### config.mk
export PLATFORM = sky130hd
export DESIGN_NAME = muldiv_seq
export DESIGN_NICKNAME = d
export VERILOG_FILES = /design/src/rtl/muldiv_seq.sv
export SDC_FILE = /design/constraint.sdc
export NUM_CORES = 1
export LEC_CHECK = 0
export ABC_CLOCK_PERIOD_IN_PS = 4200
export BUFFER_PORTS_ARGS = -buffer_cell sky130_fd_sc_hd__buf_2
export CAP_MARGIN = 25
export CELL_PAD_IN_SITES_DETAIL_PLACEMENT = 1
export CELL_PAD_IN_SITES_GLOBAL_PLACEMENT = 1
export CORE_MARGIN = 8
export CORE_UTILIZATION = 31
export CTS_CLUSTER_SIZE = 12
export DETAILED_ROUTE_END_ITERATION = 7
export PLACE_DENSITY_LB_ADDON = 0.2
export SLEW_MARGIN = 25
export SYNTH_ARGS = -nofsm -noshare
export SYNTH_HDL_FRONTEND = slang
export SYNTH_SLANG_ARGS = --single-unit
### constraint.sdc
create_clock -name clk -period 4.2 [get_ports clk]
set_input_delay 0.84 -clock clk [delete_from_list [all_inputs] [get_ports clk]]
set_output_delay 0.84 -clock clk [all_outputs]
set_load 0.02 [all_outputs]
### src/rtl/muldiv_seq.sv
// Iterative multiply/divide sequencer owning HI/LO; stalls the PC while the engine runs.
// Define MULDIV_FAST_MULT_EN for single-cycle combinational mult/multu.
module muldiv_seq #(
  parameter int WIDTH = 32
) (
  input  logic             clk,
  input  logic             reset,
  input  logic [2:0]       mdu,
  input  logic [WIDTH-1:0] rdata1,
  input  logic [WIDTH-1:0] rdata2,
  output logic [WIDTH-1:0] hi,
  output logic [WIDTH-1:0] lo,
  output logic             pc_ena,
  output logic             busy
);

  localparam int W2 = 2 * WIDTH;
  localparam int CW = $clog2(WIDTH);
  localparam logic [CW-1:0] LAST = CW'(WIDTH - 1);

  localparam logic [1:0] S_IDLE = 2'd0;
  localparam logic [1:0] S_RUN  = 2'd1;
  localparam logic [1:0] S_DONE = 2'd2;

  localparam logic [2:0] OP_MULT  = 3'b001;
  localparam logic [2:0] OP_MULTU = 3'b010;
  localparam logic [2:0] OP_DIV   = 3'b011;
  localparam logic [2:0] OP_DIVU  = 3'b100;
  localparam logic [2:0] OP_MTHI  = 3'b101;
  localparam logic [2:0] OP_MTLO  = 3'b110;

  logic [1:0]       state_q, state_d;
  logic [CW-1:0]    count_q, count_d;
  logic [WIDTH-1:0] hi_q, hi_d, lo_q, lo_d;
  logic [WIDTH-1:0] a_q, a_d, rs_q, rs_d;
  logic [W2-1:0]    pr_q, pr_d;
  logic             div_q, div_d, neg_q, neg_d;
  logic             rneg_q, rneg_d, dz_q, dz_d;

  logic             is_mul, is_div, sgn, start;
  logic [WIDTH-1:0] abs_rs, abs_rt;
  logic [WIDTH:0]   msum, dtry;
  logic [W2:0]      dsh;
  logic [W2-1:0]    mstep, dstep, prod;
  logic [WIDTH-1:0] quo, rem;

  assign is_mul = (mdu == OP_MULT) || (mdu == OP_MULTU);
  assign is_div = (mdu == OP_DIV) || (mdu == OP_DIVU);
  assign sgn    = (mdu == OP_MULT) || (mdu == OP_DIV);
`ifdef MULDIV_FAST_MULT_EN
  assign start  = is_div;
`else
  assign start  = is_mul || is_div;
`endif

  assign abs_rs = (sgn && rdata1[WIDTH-1]) ? -rdata1 : rdata1;
  assign abs_rt = (sgn && rdata2[WIDTH-1]) ? -rdata2 : rdata2;

  // Shift-add: {acc, multiplier} shifts right, acc gains a when LSB is set.
  assign msum  = {1'b0, pr_q[W2-1:WIDTH]} + {1'b0, a_q};
  assign mstep = pr_q[0] ? {msum, pr_q[WIDTH-1:1]}
                         : {1'b0, pr_q[W2-1:1]};

  // Restoring divide: {rem, quot} shifts left, subtract kept when non-negative.
  assign dsh   = {pr_q, 1'b0};
  assign dtry  = dsh[W2:WIDTH] - {1'b0, a_q};
  assign dstep = dtry[WIDTH] ? dsh[W2-1:0]
                             : {dtry[WIDTH-1:0], dsh[WIDTH-1:1], 1'b1};

  assign prod = neg_q ? -pr_q : pr_q;
  assign quo  = pr_q[WIDTH-1:0];
  assign rem  = pr_q[W2-1:WIDTH];

`ifdef MULDIV_FAST_MULT_EN
  logic [W2-1:0] fprod, fres;
  assign fprod = {{WIDTH{1'b0}}, abs_rs} * {{WIDTH{1'b0}}, abs_rt};
  assign fres  = (sgn && (rdata1[WIDTH-1] ^ rdata2[WIDTH-1])) ? -fprod : fprod;
`endif

  always_comb begin
    state_d = state_q;
    count_d = count_q;
    hi_d    = hi_q;
    lo_d    = lo_q;
    a_d     = a_q;
    rs_d    = rs_q;
    pr_d    = pr_q;
    div_d   = div_q;
    neg_d   = neg_q;
    rneg_d  = rneg_q;
    dz_d    = dz_q;
    case (state_q)
      S_IDLE: begin
        if (start) begin
          a_d     = abs_rt;
          pr_d    = {{WIDTH{1'b0}}, abs_rs};
          rs_d    = rdata1;
          div_d   = is_div;
          neg_d   = sgn && (rdata1[WIDTH-1] ^ rdata2[WIDTH-1]);
          rneg_d  = sgn && rdata1[WIDTH-1];
          dz_d    = is_div && (rdata2 == '0);
          count_d = '0;
          state_d = S_RUN;
`ifdef MULDIV_FAST_MULT_EN
        end else if (is_mul) begin
          {hi_d, lo_d} = fres;
`endif
        end else if (mdu == OP_MTHI) begin
          hi_d = rdata1;
        end else if (mdu == OP_MTLO) begin
          lo_d = rdata1;
        end
      end
      S_RUN: begin
        pr_d    = div_q ? dstep : mstep;
        count_d = count_q + 1'b1;
        if (count_q == LAST) state_d = S_DONE;
      end
      S_DONE: begin
        state_d = S_IDLE;
        if (!div_q) begin
          {hi_d, lo_d} = prod;
        end else if (dz_q) begin
          lo_d = '1;
          hi_d = rs_q;
        end else begin
          lo_d = neg_q ? -quo : quo;
          hi_d = rneg_q ? -rem : rem;
        end
      end
      default: state_d = S_IDLE;
    endcase
  end

  always_ff @(posedge clk) begin
    if (reset) begin
      state_q <= S_IDLE;
      count_q <= '0;
      hi_q    <= '0;
      lo_q    <= '0;
      a_q     <= '0;
      rs_q    <= '0;
      pr_q    <= '0;
      div_q   <= 1'b0;
      neg_q   <= 1'b0;
      rneg_q  <= 1'b0;
      dz_q    <= 1'b0;
    end else begin
      state_q <= state_d;
      count_q <= count_d;
      hi_q    <= hi_d;
      lo_q    <= lo_d;
      a_q     <= a_d;
      rs_q    <= rs_d;
      pr_q    <= pr_d;
      div_q   <= div_d;
      neg_q   <= neg_d;
      rneg_q  <= rneg_d;
      dz_q    <= dz_d;
    end
  end

  assign busy   = !reset && ((state_q == S_RUN) ||
                             ((state_q == S_IDLE) && start));
  assign pc_ena = !busy;
  assign hi     = hi_q;
  assign lo     = lo_q;

endmodule
==> impl_metrics.json <==
{
  "outcome": "finished, final reports clean",
  "ioPinCount": 135,
  "grt_max_degree": 75,
  "clk_pin_slew_worst_paths_ns": 0.06,
  "cts_hold_buf": 0,
  "cts.path.max_buffers": 3,
  "end_kind": "flop",
  "power_density_mw_per_mm2": 369,
  "overflow": 0,
  "rsz0062_at_grt": "no",
  "path_cells": "buf_4 > inv_1 > fa_1 > nand2b_1 > a21oi_1 > o21ai_0 > o41ai_1 > nor2_1 > a21oi_1 > xor2_2 > buf_12 > mux2_2 > a21oi_1 > o21ai_0",
  "yosysWarnings": 0,
  "crit_top_cell": "a21oi_1",
  "ir_drop_mv": 0.315,
  "synth_edf_count": 0,
  "synth-seq-cells": 203,
  "cts_made_buffers": 28,
  "worst_pin_slew_ns": 1.12,
  "rows": 84,
  "final_hold_viol_count": 0,
  "drv_slew": 0,
  "post_drt_wl_per_cell_um": 23.5,
  "cts_resized": 0,
  "reg2reg_from": "pr_q[32]$_SDFFE_PP0P_",
  "cts-htree-levels": 1,
  "vias": 17327,
  "syn_inst": 2190,
  "die_w_um": 245,
  "cap_violations": 0,
  "viasPerCell": 5.86,
  "yosysSeqAreaShare_pct": 25.0,
  "mostFrequentLayoutCell": "nand2_1",
  "antenna_found_initial": 4,
  "p_total_mw": 6.88,
  "max_freq_mhz": 268,
  "worstSetupStartpointType": "flop",
  "start_util_pct": 31.1,
  "clock_skew_ns": 0.0131,
  "period_minus_slack_ns": 3.73,
  "whs_ns": 0.451,
  "dr.pass1.iters": 5,
  "path_max_fanout": 21,
  "max_stage_delay_ns": 0.43,
  "finalCritPeriodShare_pct": 88.9,
  "port_buffers": 134,
  "crit_required_ns": 4.62,
  "core_mm2": 0.0522,
  "cts_root_buf": "clkbuf_16",
  "report.final.setup_viol": 0,
  "synth_fp_nets": 2331,
  "min_path_type": "reg -> reg",
  "grt_util_all_layers_pct": 22.3,
  "cts.sinks": 203,
  "first_global_vias": 17685,
  "relSlewSlack_pct": 25.4,
  "drcViolationCount": 0,
  "grt_pass1_wl_um": 107000,
  "globalplace.congestion": 0.887,
  "crit_arrival_ns": 4.16,
  "clock_latency_ns": 0.57,
  "drive_above_1_share_pct": 13.6,
  "critical_path_class": "reg -> reg",
  "crit_path_start": "pr_q[32]$_SDFFE_PP0P_",
  "antenna_left": 0,
  "dp_hpwl_um": 51500,
  "critPathSlowestCell": "o41ai_1",
  "avgSynthCellArea_um2": 7.43,
  "layout_common_cells": "nand2_1 (260), a21oi_1 (204), dfxtp_1 (200)",
  "area_growth_pct": 14.7,
  "wirelength_um": 69600,
  "die_area_mm2": 0.0601,
  "worstHoldStart": "lo[11]$_SDFFE_PP0P_",
  "synth_cell_types": 85,
  "tritoncts": "done",
  "synth_area_mm2": 0.0163,
  "async_flop_share_pct": 0,
  "tns_ns": 0,
  "drtIter0Drc": 1380,
  "leakagePower_nw": 7.16,
  "nets": 2386,
  "postCtsSetupBuffers": 0,
  "ys.flop_type": "dfxtp_1",
  "die_h_um": 245
}
==> report_power, final <==
part | switching (mW) | internal [mW]
registers | 0.180 | 2.07
clock network | 0.972 | 1.51
logic | 1.36 | 0.789
total | 2.51 | 4.37
==> per-stage QoR <==
| step | instance area [um^2] | util, % | worst slack, ns | std cells |
|---|---|---|---|---|
| 6_report | 18700 | 35.7 | 0.466 | 2956 |
| 2_1_floorplan | 16300 | - | 0.689 | 2190 |
| 4_1_cts | 18600 | 35.7 | 0.483 | 2953 |
| 3_3_place_gp | 17700 | 33.9 | 0.493 | 2903 |
| 3_5_place_dp | 17700 | 33.9 | 0.396 | 2903 |
| 5_1_grt | 18700 | 35.7 | 0.120 | 2955 |
==> cell usage after synthesis, types with 7 or more instances <==
master	instances	share of area, %
nand3_1	35	1.1
nor2_1	190	4.4
dfxtp_1	203	25
or3_1	25	0.96
a22oi_1	10	0.46
a21boi_0	7	0.32
nor3_1	43	1.3
inv_1	64	1.5
buf_2	8	0.25
or2_2	11	0.42
nor2b_1	19	0.73
nand4_1	10	0.38
o31ai_1	30	1.4
a221oi_1	7	0.38
and3_1	14	0.54
or4_1	11	0.51
o221ai_1	38	2.0
buf_1	19	0.44
mux2i_1	63	3.9
ha_1	70	5.4
a2111oi_0	9	0.48
mux2_2	9	0.62
o22ai_1	15	0.58
a211oi_1	118	5.4
and2_1	14	0.54
a31oi_1	27	1.0
a21oi_1	204	6.3
o21ai_0	116	3.6
nand2_1	261	6.0
clkbuf_1	151	3.5
a311oi_1	21	1.1
o21a_1	9	0.42
nand2b_1	20	0.77
o211ai_1	20	0.92
xnor2_1	103	5.5
nor4_1	14	0.54
xor2_1	70	3.8
o41ai_1	17	0.92
a21o_1	27	1.2
==> state kept, by name, indices dropped and copies added (netlist names) <==
| name | cells |
|---|---|
| neg_q | 1 |
| div_q | 1 |
| rs_q | 32 |
| pr_q | 64 |
| a_q | 32 |
| lo | 32 |
| rneg_q | 1 |
| hi | 32 |
| count_q | 5 |
| dz_q | 1 |
| state_q | 2 |
==> path summary, 6_finish.rpt <==
path | end | slack [ns] | cells after the start
max | pr_q[54]$_SDFFE_PP0P_ | 0.47 | 14
min | lo[11]$_SDFFE_PP0P_ | 0.45 | 2
max reg2reg | pr_q[54]$_SDFFE_PP0P_ | 0.47 | 14
min reg2reg | lo[11]$_SDFFE_PP0P_ | 0.45 | 2
==> worst max-delay path: cells and delay by family, from the launching register on <==
family                   cells  cell delay, ns
buffers and inverters        3            0.51
AND/OR/NAND/NOR              2            0.29
multiplexers                 1            0.35
XOR/XNOR                     1            0.24
adder cells (fa/ha/maj)      1            0.42
flip-flops                   1            0.33
AO/OA/AOI/OAI                6            1.44
==> cell type report <==
cell class	count	area, um^2
timing repair buffer	210	1260
multi-input combinational	1738	11300
antenna	3	7.51
inverter	64	240
tap	688	861
sequential	203	4070
clock buffer	42	855
fill	6390	33600
clock inverter	8	92.6
==> kinds of logic after synthesis <==
kind of cell / count (synthesis) / share of synthesized area (%)
adder cells (fa/ha/maj): 72 / 5.63
XOR/XNOR: 173 / 9.32
multiplexers: 72 / 4.50
AND/OR/NAND/NOR: 698 / 20.2
AO/OA/AOI/OAI: 723 / 29.3
flip-flops: 203 / 25.0
buffers and inverters: 249 / 6.03
==> routing by layer <==
metal  global-route usage, %  share of wire, %  vias up
met5                       0                 0        -
met4                    7.33               3.3        0
met3                    2.57               4.7      126
met2                    36.7                46      449
met1                    30.2                46     8639
li1                        -                 -     8113
(Power assumes the default switching activity.)
